===== src/rtl/bootrom_copier_pkg.sv =====
// Shared types and target-config constants for the boot image copy engine.
package bootcopy_pkg;
  localparam int CFG_BOOTROM_LOG2_SIZE = 16;
  localparam int CFG_SRAM_LOG2_SIZE    = 18;
  localparam int BOOTCOPY_WORD_BYTES   = 8;

  typedef enum logic [2:0] {IDLE, READ, WAIT, WRITE, DONE} bootcopy_state_t;
endpackage


===== src/rtl/bootrom_copier_if.sv =====
// ROM read port, SRAM write port and boot status of the copy engine.
interface bootrom_copier_if #(
  parameter int abits_rom  = 16,
  parameter int abits_sram = 18
);
  logic                  bypass;
  logic                  rom_req;
  logic [abits_rom-1:0]  rom_addr;
  logic [63:0]           rom_rdata;
  logic                  sram_wvalid;
  logic                  sram_wready;
  logic [abits_sram-1:0] sram_waddr;
  logic [63:0]           sram_wdata;
  logic [7:0]            sram_wstrb;
  logic                  busy;
  logic                  done;
  logic                  cpu_nrst;

  modport master (
    input  bypass, rom_rdata, sram_wready,
    output rom_req, rom_addr, sram_wvalid, sram_waddr, sram_wdata, sram_wstrb,
           busy, done, cpu_nrst
  );

  modport slave (
    output bypass, rom_rdata, sram_wready,
    input  rom_req, rom_addr, sram_wvalid, sram_waddr, sram_wdata, sram_wstrb,
           busy, done, cpu_nrst
  );
endinterface


===== src/rtl/bootrom_copier.sv =====
// Copies copy_words 64-bit words from Boot ROM to SRAM after reset, then
// releases the CPU cluster reset. All outputs are Moore-decoded.
module bootrom_copier
  import bootcopy_pkg::*;
#(
  parameter int abits_rom  = CFG_BOOTROM_LOG2_SIZE,
  parameter int abits_sram = CFG_SRAM_LOG2_SIZE,
  parameter int copy_words = 8192,
  parameter int sram_base  = 0
) (
  input logic i_clk,
  input logic i_nrst,
  bootrom_copier_if.master bus
);
  localparam int CW = (copy_words > 1) ? $clog2(copy_words) : 1;
  localparam int SH = $clog2(BOOTCOPY_WORD_BYTES);
  localparam logic [CW-1:0] LAST = CW'(copy_words - 1);

  if (copy_words == 0) begin : g_bad_len
    $error("bootrom_copier: copy_words must be nonzero");
  end
  if (longint'(copy_words) * BOOTCOPY_WORD_BYTES > (longint'(1) << abits_rom)) begin : g_bad_rom
    $error("bootrom_copier: image larger than Boot ROM");
  end
  if (longint'(sram_base) + longint'(copy_words) * BOOTCOPY_WORD_BYTES
      > (longint'(1) << abits_sram)) begin : g_bad_sram
    $error("bootrom_copier: image does not fit in SRAM");
  end
  if (sram_base % BOOTCOPY_WORD_BYTES != 0) begin : g_bad_base
    $error("bootrom_copier: sram_base must be 8-byte aligned");
  end

  bootcopy_state_t state, state_nx;
  logic [CW-1:0]   cnt;
  logic [63:0]     wdata_r;

  always_ff @(posedge i_clk) begin
    if (!i_nrst) begin
      state   <= IDLE;
      cnt     <= '0;
      wdata_r <= '0;
    end else begin
      state <= state_nx;
      if (state == WAIT) wdata_r <= bus.rom_rdata;
      // The last word exits to DONE without bumping, so cnt never wraps.
      if (state == WRITE && bus.sram_wready && cnt != LAST) cnt <= cnt + 1'b1;
    end
  end

  always_comb begin
    state_nx        = state;
    bus.rom_req     = 1'b0;
    bus.sram_wvalid = 1'b0;
    bus.busy        = 1'b0;
    bus.done        = 1'b0;
    bus.cpu_nrst    = 1'b0;
    unique case (state)
      IDLE:  state_nx = bus.bypass ? DONE : READ;
      READ: begin
        bus.rom_req = 1'b1;
        bus.busy    = 1'b1;
        state_nx    = WAIT;
      end
      WAIT: begin
        bus.busy = 1'b1;
        state_nx = WRITE;
      end
      WRITE: begin
        bus.sram_wvalid = 1'b1;
        bus.busy        = 1'b1;
        if (bus.sram_wready) state_nx = (cnt == LAST) ? DONE : READ;
      end
      DONE: begin
        bus.done     = 1'b1;
        bus.cpu_nrst = 1'b1;
      end
      default: state_nx = IDLE;
    endcase
  end

  assign bus.rom_addr   = abits_rom'(cnt) << SH;
  assign bus.sram_waddr = abits_sram'(sram_base) + (abits_sram'(cnt) << SH);
  assign bus.sram_wdata = wdata_r;
  assign bus.sram_wstrb = {8{bus.sram_wvalid}};
endmodule


===== src/flat_wrapper.sv =====
// flat-port wrapper written by rule: the top's interface ports become plain ports
module bootrom_copier_flat import bootcopy_pkg::*;
#(
  parameter int abits_rom  = CFG_BOOTROM_LOG2_SIZE,
  parameter int abits_sram = CFG_SRAM_LOG2_SIZE,
  parameter int copy_words = 8192,
  parameter int sram_base  = 0
)
  (i_clk, i_nrst, bus_bypass, bus_rom_rdata, bus_sram_wready, bus_rom_req, bus_rom_addr, bus_sram_wvalid, bus_sram_waddr, bus_sram_wdata, bus_sram_wstrb, bus_busy, bus_done, bus_cpu_nrst);
  bootrom_copier_if #(.abits_rom(abits_rom), .abits_sram(abits_sram)) bus_i ();
  input logic i_clk;
  input logic i_nrst;
  input wire logic [$bits(bus_i.bypass)-1:0] bus_bypass;
  input wire logic [$bits(bus_i.rom_rdata)-1:0] bus_rom_rdata;
  input wire logic [$bits(bus_i.sram_wready)-1:0] bus_sram_wready;
  output wire logic [$bits(bus_i.rom_req)-1:0] bus_rom_req;
  output wire logic [$bits(bus_i.rom_addr)-1:0] bus_rom_addr;
  output wire logic [$bits(bus_i.sram_wvalid)-1:0] bus_sram_wvalid;
  output wire logic [$bits(bus_i.sram_waddr)-1:0] bus_sram_waddr;
  output wire logic [$bits(bus_i.sram_wdata)-1:0] bus_sram_wdata;
  output wire logic [$bits(bus_i.sram_wstrb)-1:0] bus_sram_wstrb;
  output wire logic [$bits(bus_i.busy)-1:0] bus_busy;
  output wire logic [$bits(bus_i.done)-1:0] bus_done;
  output wire logic [$bits(bus_i.cpu_nrst)-1:0] bus_cpu_nrst;
  assign bus_i.bypass = bus_bypass;
  assign bus_i.rom_rdata = bus_rom_rdata;
  assign bus_i.sram_wready = bus_sram_wready;
  assign bus_rom_req = bus_i.rom_req;
  assign bus_rom_addr = bus_i.rom_addr;
  assign bus_sram_wvalid = bus_i.sram_wvalid;
  assign bus_sram_waddr = bus_i.sram_waddr;
  assign bus_sram_wdata = bus_i.sram_wdata;
  assign bus_sram_wstrb = bus_i.sram_wstrb;
  assign bus_busy = bus_i.busy;
  assign bus_done = bus_i.done;
  assign bus_cpu_nrst = bus_i.cpu_nrst;
  bootrom_copier #(.abits_rom(abits_rom), .abits_sram(abits_sram), .copy_words(copy_words), .sram_base(sram_base)) u_core (.i_clk(i_clk), .i_nrst(i_nrst), .bus(bus_i));
endmodule

===== config.mk =====
export PLATFORM = sky130hd
export DESIGN_NAME = bootrom_copier_flat
export DESIGN_NICKNAME = d
export VERILOG_FILES = /design/src/rtl/bootrom_copier_pkg.sv /design/src/rtl/bootrom_copier_if.sv /design/src/rtl/bootrom_copier.sv /design/src/flat_wrapper.sv
export SDC_FILE = /design/constraint.sdc
export NUM_CORES = 1
export LEC_CHECK = 0
export CAP_MARGIN = 30
export CORE_ASPECT_RATIO = 1.75
export CORE_UTILIZATION = 35
export DETAILED_ROUTE_END_ITERATION = 10
export PLACE_DENSITY = 0.8
export SYNTH_ARGS = -nofsm -noshare
export SYNTH_HDL_FRONTEND = slang
export SYNTH_SLANG_ARGS = --single-unit

===== constraint.sdc =====
create_clock -name i_clk -period 1.88 [get_ports i_clk]
set_clock_uncertainty 0.05 [all_clocks]
set_input_delay 0.376 -clock i_clk [delete_from_list [all_inputs] [get_ports i_clk]]
set_output_delay 0.376 -clock i_clk [all_outputs]
set_load 0.01 [all_outputs]

==> impl_metrics.csv, run 1 <==
group,metric,value,unit
sta,fin_crit_sh,96.71,%
synth,syn_area,0.003239,mm^2
synth,syn_avg_cell_area,7.920,um^2
detailed_routing,drt_iter0_markers,118,
critical_path,path_delay_family,"buffers and inverters",
detailed_routing,routed_wl,9117,um
placement,portBuffers,170,
clocking,cts.root.buffer_cell,"clkbuf_16",
clocking,clkSinkCount,80,
sta,timing.final.ws_setup,0.06190,ns
power_and_ir_drop,power-per-cell-area,807.8,mW/mm^2
critical_path,regToRegSetupSlack,0.19,ns
sta,fmax,550.0,MHz
global_route,overflow,0,
finish,fin_area,0.005268,mm^2
critical_path,critical_path_class,"reg2out",
global_route,grt_pass1_vias,3025,
floorplan,core,0.009036,mm^2
critical_path,startpoint_type,"register",
global_route,grt_max_degree,37,
global_route,grt_pass1_wl,13820,um
finish,num_antenna_cells,0,
critical_path,worstPathMaxFanout,7,
finish,layout-drive-gt1-share,9.982,%
detailed_routing,drcViolationCount,0,
sta,finalMaxSlewViolations,0,
sta,rsz0062_at_grt,"false",
clocking,cts_tree,"built",
power_and_ir_drop,leakagePower,0.001882,uW
floorplan,die_w,74.73,um
placement,detailed_place_hpwl,6872,um
synth,synthMuxAreaShare,0.6180,%
critical_path,r2r_start,"u_core.cnt[4]",
synth,yosys_most_used_dff,"dfxtp_1",
floorplan,start_util,35.85,%
critical_path,cpPeakStageDelay,0.60,ns
synth,yosys-top-cells-count,"nand2_1 (136), dfxtp_1 (80), a21oi_1 (71)",
finish,syn2layout_area_growth,62.61,%
critical_path,worst_setup_path_end_kind,"output port",
global_route,antenna_found_initial,0,
detailed_routing,wl_per_cell,13.19,um
critical_path,worst_ep_required_time,1.45,ns
placement,pre_cts_ws,-0.09431,ns
detailed_routing,dr.pass1.iters,6,
detailed_routing,ant_nets,0,
floorplan,die_area,0.009659,mm^2
synth,synth_cell_type_count,36,
sta,setup_viol,0,
clocking,clockBufferDepth,2,
synth,synth_top_cell_by_area,"dfxtp_1",
finish,nFillCells,815,
clocking,htreeDepth,3,
placement,gp_congestion,0.7815,
clocking,path_clk_slew,0.05,ns
placement,placed_area,0.004971,mm^2
global_route,track_usage,18.91,%
floorplan,ioPinCount,179,
synth,synth-seq-area-share,49.44,%
synth,synth-compound-area-share,14.95,%
synth,yosysWarnings,0,
critical_path,cp_slowest_cell,"clkdlybuf4s50_1",
clocking,numCtsBuffers,9,
hold_path,min_from,"u_core.bus.sram_wdata[4]",
synth,async_reset_ff_share,0,%
clocking,insertion_delay,0.33,ns
critical_path,r2r-end,"u_core.cnt[10]",
synth,netlist_top_cells_area,"dfxtp_1 (49%), nand2_1 (16%), a21oi_1 (11%)",
synth,synth.most_common_cell,"nand2_1",
hold_path,hold_class,"reg2reg",
run,maxCapViolations,0,
sta,hold_violations,0,
sta,finalCriticalPeriod,1.818,ns
hold_path,hold_depth,2,
sta,holdWs,0.4016,ns
critical_path,critPathBufInv,1,
detailed_routing,via_per_inst,4.823,
critical_path,crit_chain,"clkdlybuf4s50_1",
synth,yosys.area_share.simple,23.48,%
critical_path,reg2regPathDepth,4,
synth,synth-edff-count,0,
clocking,postCtsSetupBuffers,0,
power_and_ir_drop,power.total,4255,uW
power_and_ir_drop,ir_drop,0.0004358,V
detailed_routing,vias,3333,
synth,synth_top_family_by_area,"simple AND/OR/NAND/NOR gates",
floorplan,die_y,129.3,um
synth,yosysTopAreaCellShare,49.44,%
status,outcome,"completed",
synth,synth_xor_area_share,0.2704,%
hold_path,hold_end,"u_core.bus.sram_wdata[4]",
finish,layout.nets,635,
synth,synth_fa_ha_area_share,0.3862,%
floorplan,num_rows,46,
sta,fin_setup_tns,0,ns
synth,synth_seq_cells,80,
critical_path,cp.arrival,1.39,ns
synth,synth_cells,409,
==> flip-flops by register name, indices dropped and copies added (netlist names) <==
signal	cells
u_core.state	3
u_core.bus.sram_wdata	64
u_core.cnt	13
==> layout by cell type (no fill, tap or decap), drive strengths merged, types with 7 or more instances in the layout <==
| cell type | Yosys | routed |
|---|---|---|
| clkdlybuf4s50 | 0 | 157 |
| a21oi | 71 | 71 |
| nor2 | 8 | 8 |
| o21ai | 9 | 9 |
| or3 | 7 | 7 |
| nand2 | 136 | 136 |
| buf | 39 | 22 |
| dfxtp | 80 | 80 |
| clkbuf | 14 | 21 |
| conb | 1 | 8 |
==> report_power, final <==
part	switching [uW]	internal (uW)	total [uW]
combinational	255	319	574
clock	640	1240	1880
sequential	39.7	1760	1800
total	935	3320	4260
==> area by class of cell <==
type | count | area (um^2) | share of cell area, %
timing repair buffer | 192 | 1827 | 34.68
sequential | 80 | 1608 | 30.52
multi-input combinational | 278 | 1331 | 25.27
clock buffer | 12 | 256.5 | 4.869
tap | 120 | 150.1 | 2.850
clock inverter | 4 | 76.32 | 1.449
inverter | 5 | 18.77 | 0.3563
==> per-stage QoR <==
stage	util [%]	instances
2_1_floorplan	-	416
3_3_place_gp	55.01	674
3_5_place_dp	55.01	674
4_1_cts	58.57	690
5_1_grt	58.29	691
6_report	58.29	691
==> how the worst max path moves through the flow <==
stage | from | endpoint | slack, ns | depth (start not counted)
after floorplan | u_core.state[1] | bus_sram_wstrb[0] | 0.15 | 3
final | u_core.cnt[3] | bus_sram_waddr[6] | 0.06 | 1
after global placement | bus_sram_wready | u_core.cnt[10] | -0.11 | 5
after global routing | u_core.cnt[9] | bus_sram_waddr[12] | 0.02 | 1
after CTS | u_core.state[1] | bus_sram_wstrb[0] | 0.006 | 4
after detailed placement | bus_sram_wready | u_core.cnt[10] | -0.09 | 5
==> timing repair <==
item | 4_1_cts | 5_1_grt
pin swaps | 0 | 1
cloned | 0 | 1
resized for setup | 16 | 21
hold buffers | 0 | 0
setup endpoints to repair | 13 | 10
==> cells by family (layout without fill, tap and decap cells) <==
| logic type | after synthesis | in the layout |
|---|---|---|
| AND/OR/NAND/NOR | 175 | 175 |
| adder cells (fa/ha/maj) | 1 | 1 |
| other | 1 | 8 |
| AO/OA/AOI/OAI | 91 | 91 |
| XOR/XNOR | 1 | 1 |
| buffers and inverters | 58 | 213 |
| multiplexers | 2 | 2 |
| flip-flops | 80 | 80 |
==> layer usage <==
metal	share of wire (%)	GRT usage, %	up-vias
met4	3.4	10.54	0
met3	6.4	4.743	20
met2	55	35.61	153
li1	-	-	1629
met1	35	17.76	1531
met5	0	0	-
Note: power is estimated with default switching activity, not from simulation.
==> run 2, diff against run 1 <==
CORE_MARGIN = 2   (was unset)
CTS_CLUSTER_SIZE = 25   (was unset)
==> impl_metrics.csv, run 2 (same netlist as run 1, synthesis figures left out) <==
group,metric,value,unit
placement,placed_area,0.004949,mm^2
detailed_routing,dr.pass1.iters,4,
sta,finalCriticalPeriod,1.793,ns
placement,gp_congestion,0.8016,
finish,layout-drive-gt1-share,8.451,%
critical_path,critical_path_class,"reg2out",
floorplan,core,0.009036,mm^2
power_and_ir_drop,power-per-cell-area,806.3,mW/mm^2
detailed_routing,vias,3312,
detailed_routing,drcViolationCount,0,
floorplan,num_rows,46,
clocking,numCtsBuffers,9,
sta,fin_crit_sh,95.39,%
critical_path,cpPeakStageDelay,0.33,ns
clocking,insertion_delay,0.32,ns
floorplan,die_area,0.01007,mm^2
detailed_routing,wl_per_cell,13.80,um
clocking,clkSinkCount,80,
finish,largest_register_ffs,64,
clocking,cts_hold_buf,0,
critical_path,worstPathMaxFanout,9,
power_and_ir_drop,ir_drop,0.0005307,V
critical_path,worst_setup_path_end_kind,"output port",
finish,multi_input_area,0.001331,mm^2
clocking,htreeDepth,3,
hold_path,hold_class,"reg2reg",
critical_path,startpoint_type,"register",
global_route,track_usage,18.63,%
detailed_routing,drt_iter0_markers,93,
critical_path,cp_slowest_cell,"dfxtp_1",
global_route,antenna_found_initial,0,
global_route,grt_pass1_wl,15080,um
critical_path,path_delay_family,"buffers and inverters",
finish,syn2layout_area_growth,62.88,%
finish,final_core_util,58.39,%
clocking,clockBufferDepth,2,
sta,finalMaxSlewViolations,0,
finish,layout_common_cells,"clkdlybuf4s50_1 (157), nand2_1 (136), dfxtp_1 (76), a21oi_1 (71), buf_4 (18)",
detailed_routing,routed_wl,9493,um
clocking,cts.root.buffer_cell,"clkbuf_16",
detailed_routing,via_per_inst,4.814,
sta,fmax,557.6,MHz
floorplan,die_y,131.3,um
critical_path,cp.arrival,1.37,ns
finish,layout.nets,632,
run,maxCapViolations,0,
sta,fin_setup_tns,0,ns
detailed_routing,ant_nets,0,
global_route,overflow,0,
finish,nFillCells,824,
critical_path,worst_ep_required_time,1.45,ns
finish,layout.cells.most_common,"clkdlybuf4s50_1",
status,outcome,"completed",
sta,hold_violations,0,
sta,rsz0062_at_grt,"true",
placement,portBuffers,170,
finish,regArea,0.001607,mm^2
placement,pre_cts_ws,-0.1402,ns
sta,timing.final.ws_setup,0.08668,ns
floorplan,start_util,35.85,%
global_route,grt_pass1_vias,3212,
clocking,cts_tree,"built",
critical_path,crit_chain,"inv_1 > nor3b_2 > buf_4 > dlygate4sd2_1",
placement,detailed_place_hpwl,7143,um
critical_path,critPathBufInv,3,
finish,fin_area,0.005276,mm^2
clocking,path_clk_slew,0.06,ns
global_route,grt_max_degree,40,
finish,num_antenna_cells,0,
floorplan,ioPinCount,179,
floorplan,die_w,76.73,um
sta,setup_viol,0,
power_and_ir_drop,leakagePower,0.001900,uW
-- run 2: changes by cell type in the layout (fill, tap and decap cells not counted), sizes merged --
cell           before  now
dlygate4sd2         4   11
clkinv              1    3
buf                22   19
clkdlybuf4s15       0    1
clkinvlp            1    0
clkbuf             21   12
-- run 2: worst min-delay path, cell delays in order, from the launching register on --
cell,delay (ns)
dfxtp_1,0.30
nand2_1,0.05
a21oi_1,0.05
-- run 2: metal layers --
metal / up-vias / track usage [%] / part of all wire (%)
li1: 1630 / - / -
met1: 1485 / 16.78 / 33
met5: - / 0 / 0
met3: 31 / 5.220 / 6.9
met2: 166 / 35.04 / 55
met4: 0 / 12.22 / 4.5
-- run 2: final cells by class --
type	instances	share of cell area, %
inverters	5	0.3557
flip-flops and latches	80	30.45
multi-input cells	278	25.23
repair buffers	189	34.84
clock buffers	11	4.790
clock inverters	5	1.494
well taps	120	2.846
-- run 2: stage by stage --
step / std cells / hold WS [ns] / total power, uW
after floorplan: 416 / 0.4305 / 2087
after global routing: 688 / 0.4169 / 4450
final: 688 / 0.4027 / 4254
after CTS: 688 / 0.4045 / 4312
after global placement: 671 / 0.3915 / 2412
after detailed placement: 671 / 0.3959 / 2424
-- run 2: worst paths after layout --
path,startpoint,to,slack [ns],depth (start not counted)
setup / recovery,u_core.state[1],bus_sram_wstrb[2],0.09,4
hold reg to reg,u_core.bus.sram_wdata[53],u_core.bus.sram_wdata[53],0.40,2
hold / removal,u_core.bus.sram_wdata[53],u_core.bus.sram_wdata[53],0.40,2
setup reg to reg,u_core.cnt[4],u_core.cnt[9],0.17,4
-- run 2: where the power goes --
part	internal [uW]	leakage (uW)	switching, uW
Clock	1230	0.000165	644
Sequential	1760	0.000649	35.9
Combinational	318	0.00109	262
-- run 2: repair_timing --
item                                    4_1_cts  5_1_grt
gates cloned                                  0        0
buffers inserted                              1        0
resized for setup                            14        7
pin swaps                                     1        0
endpoints found under the setup margin       13        8
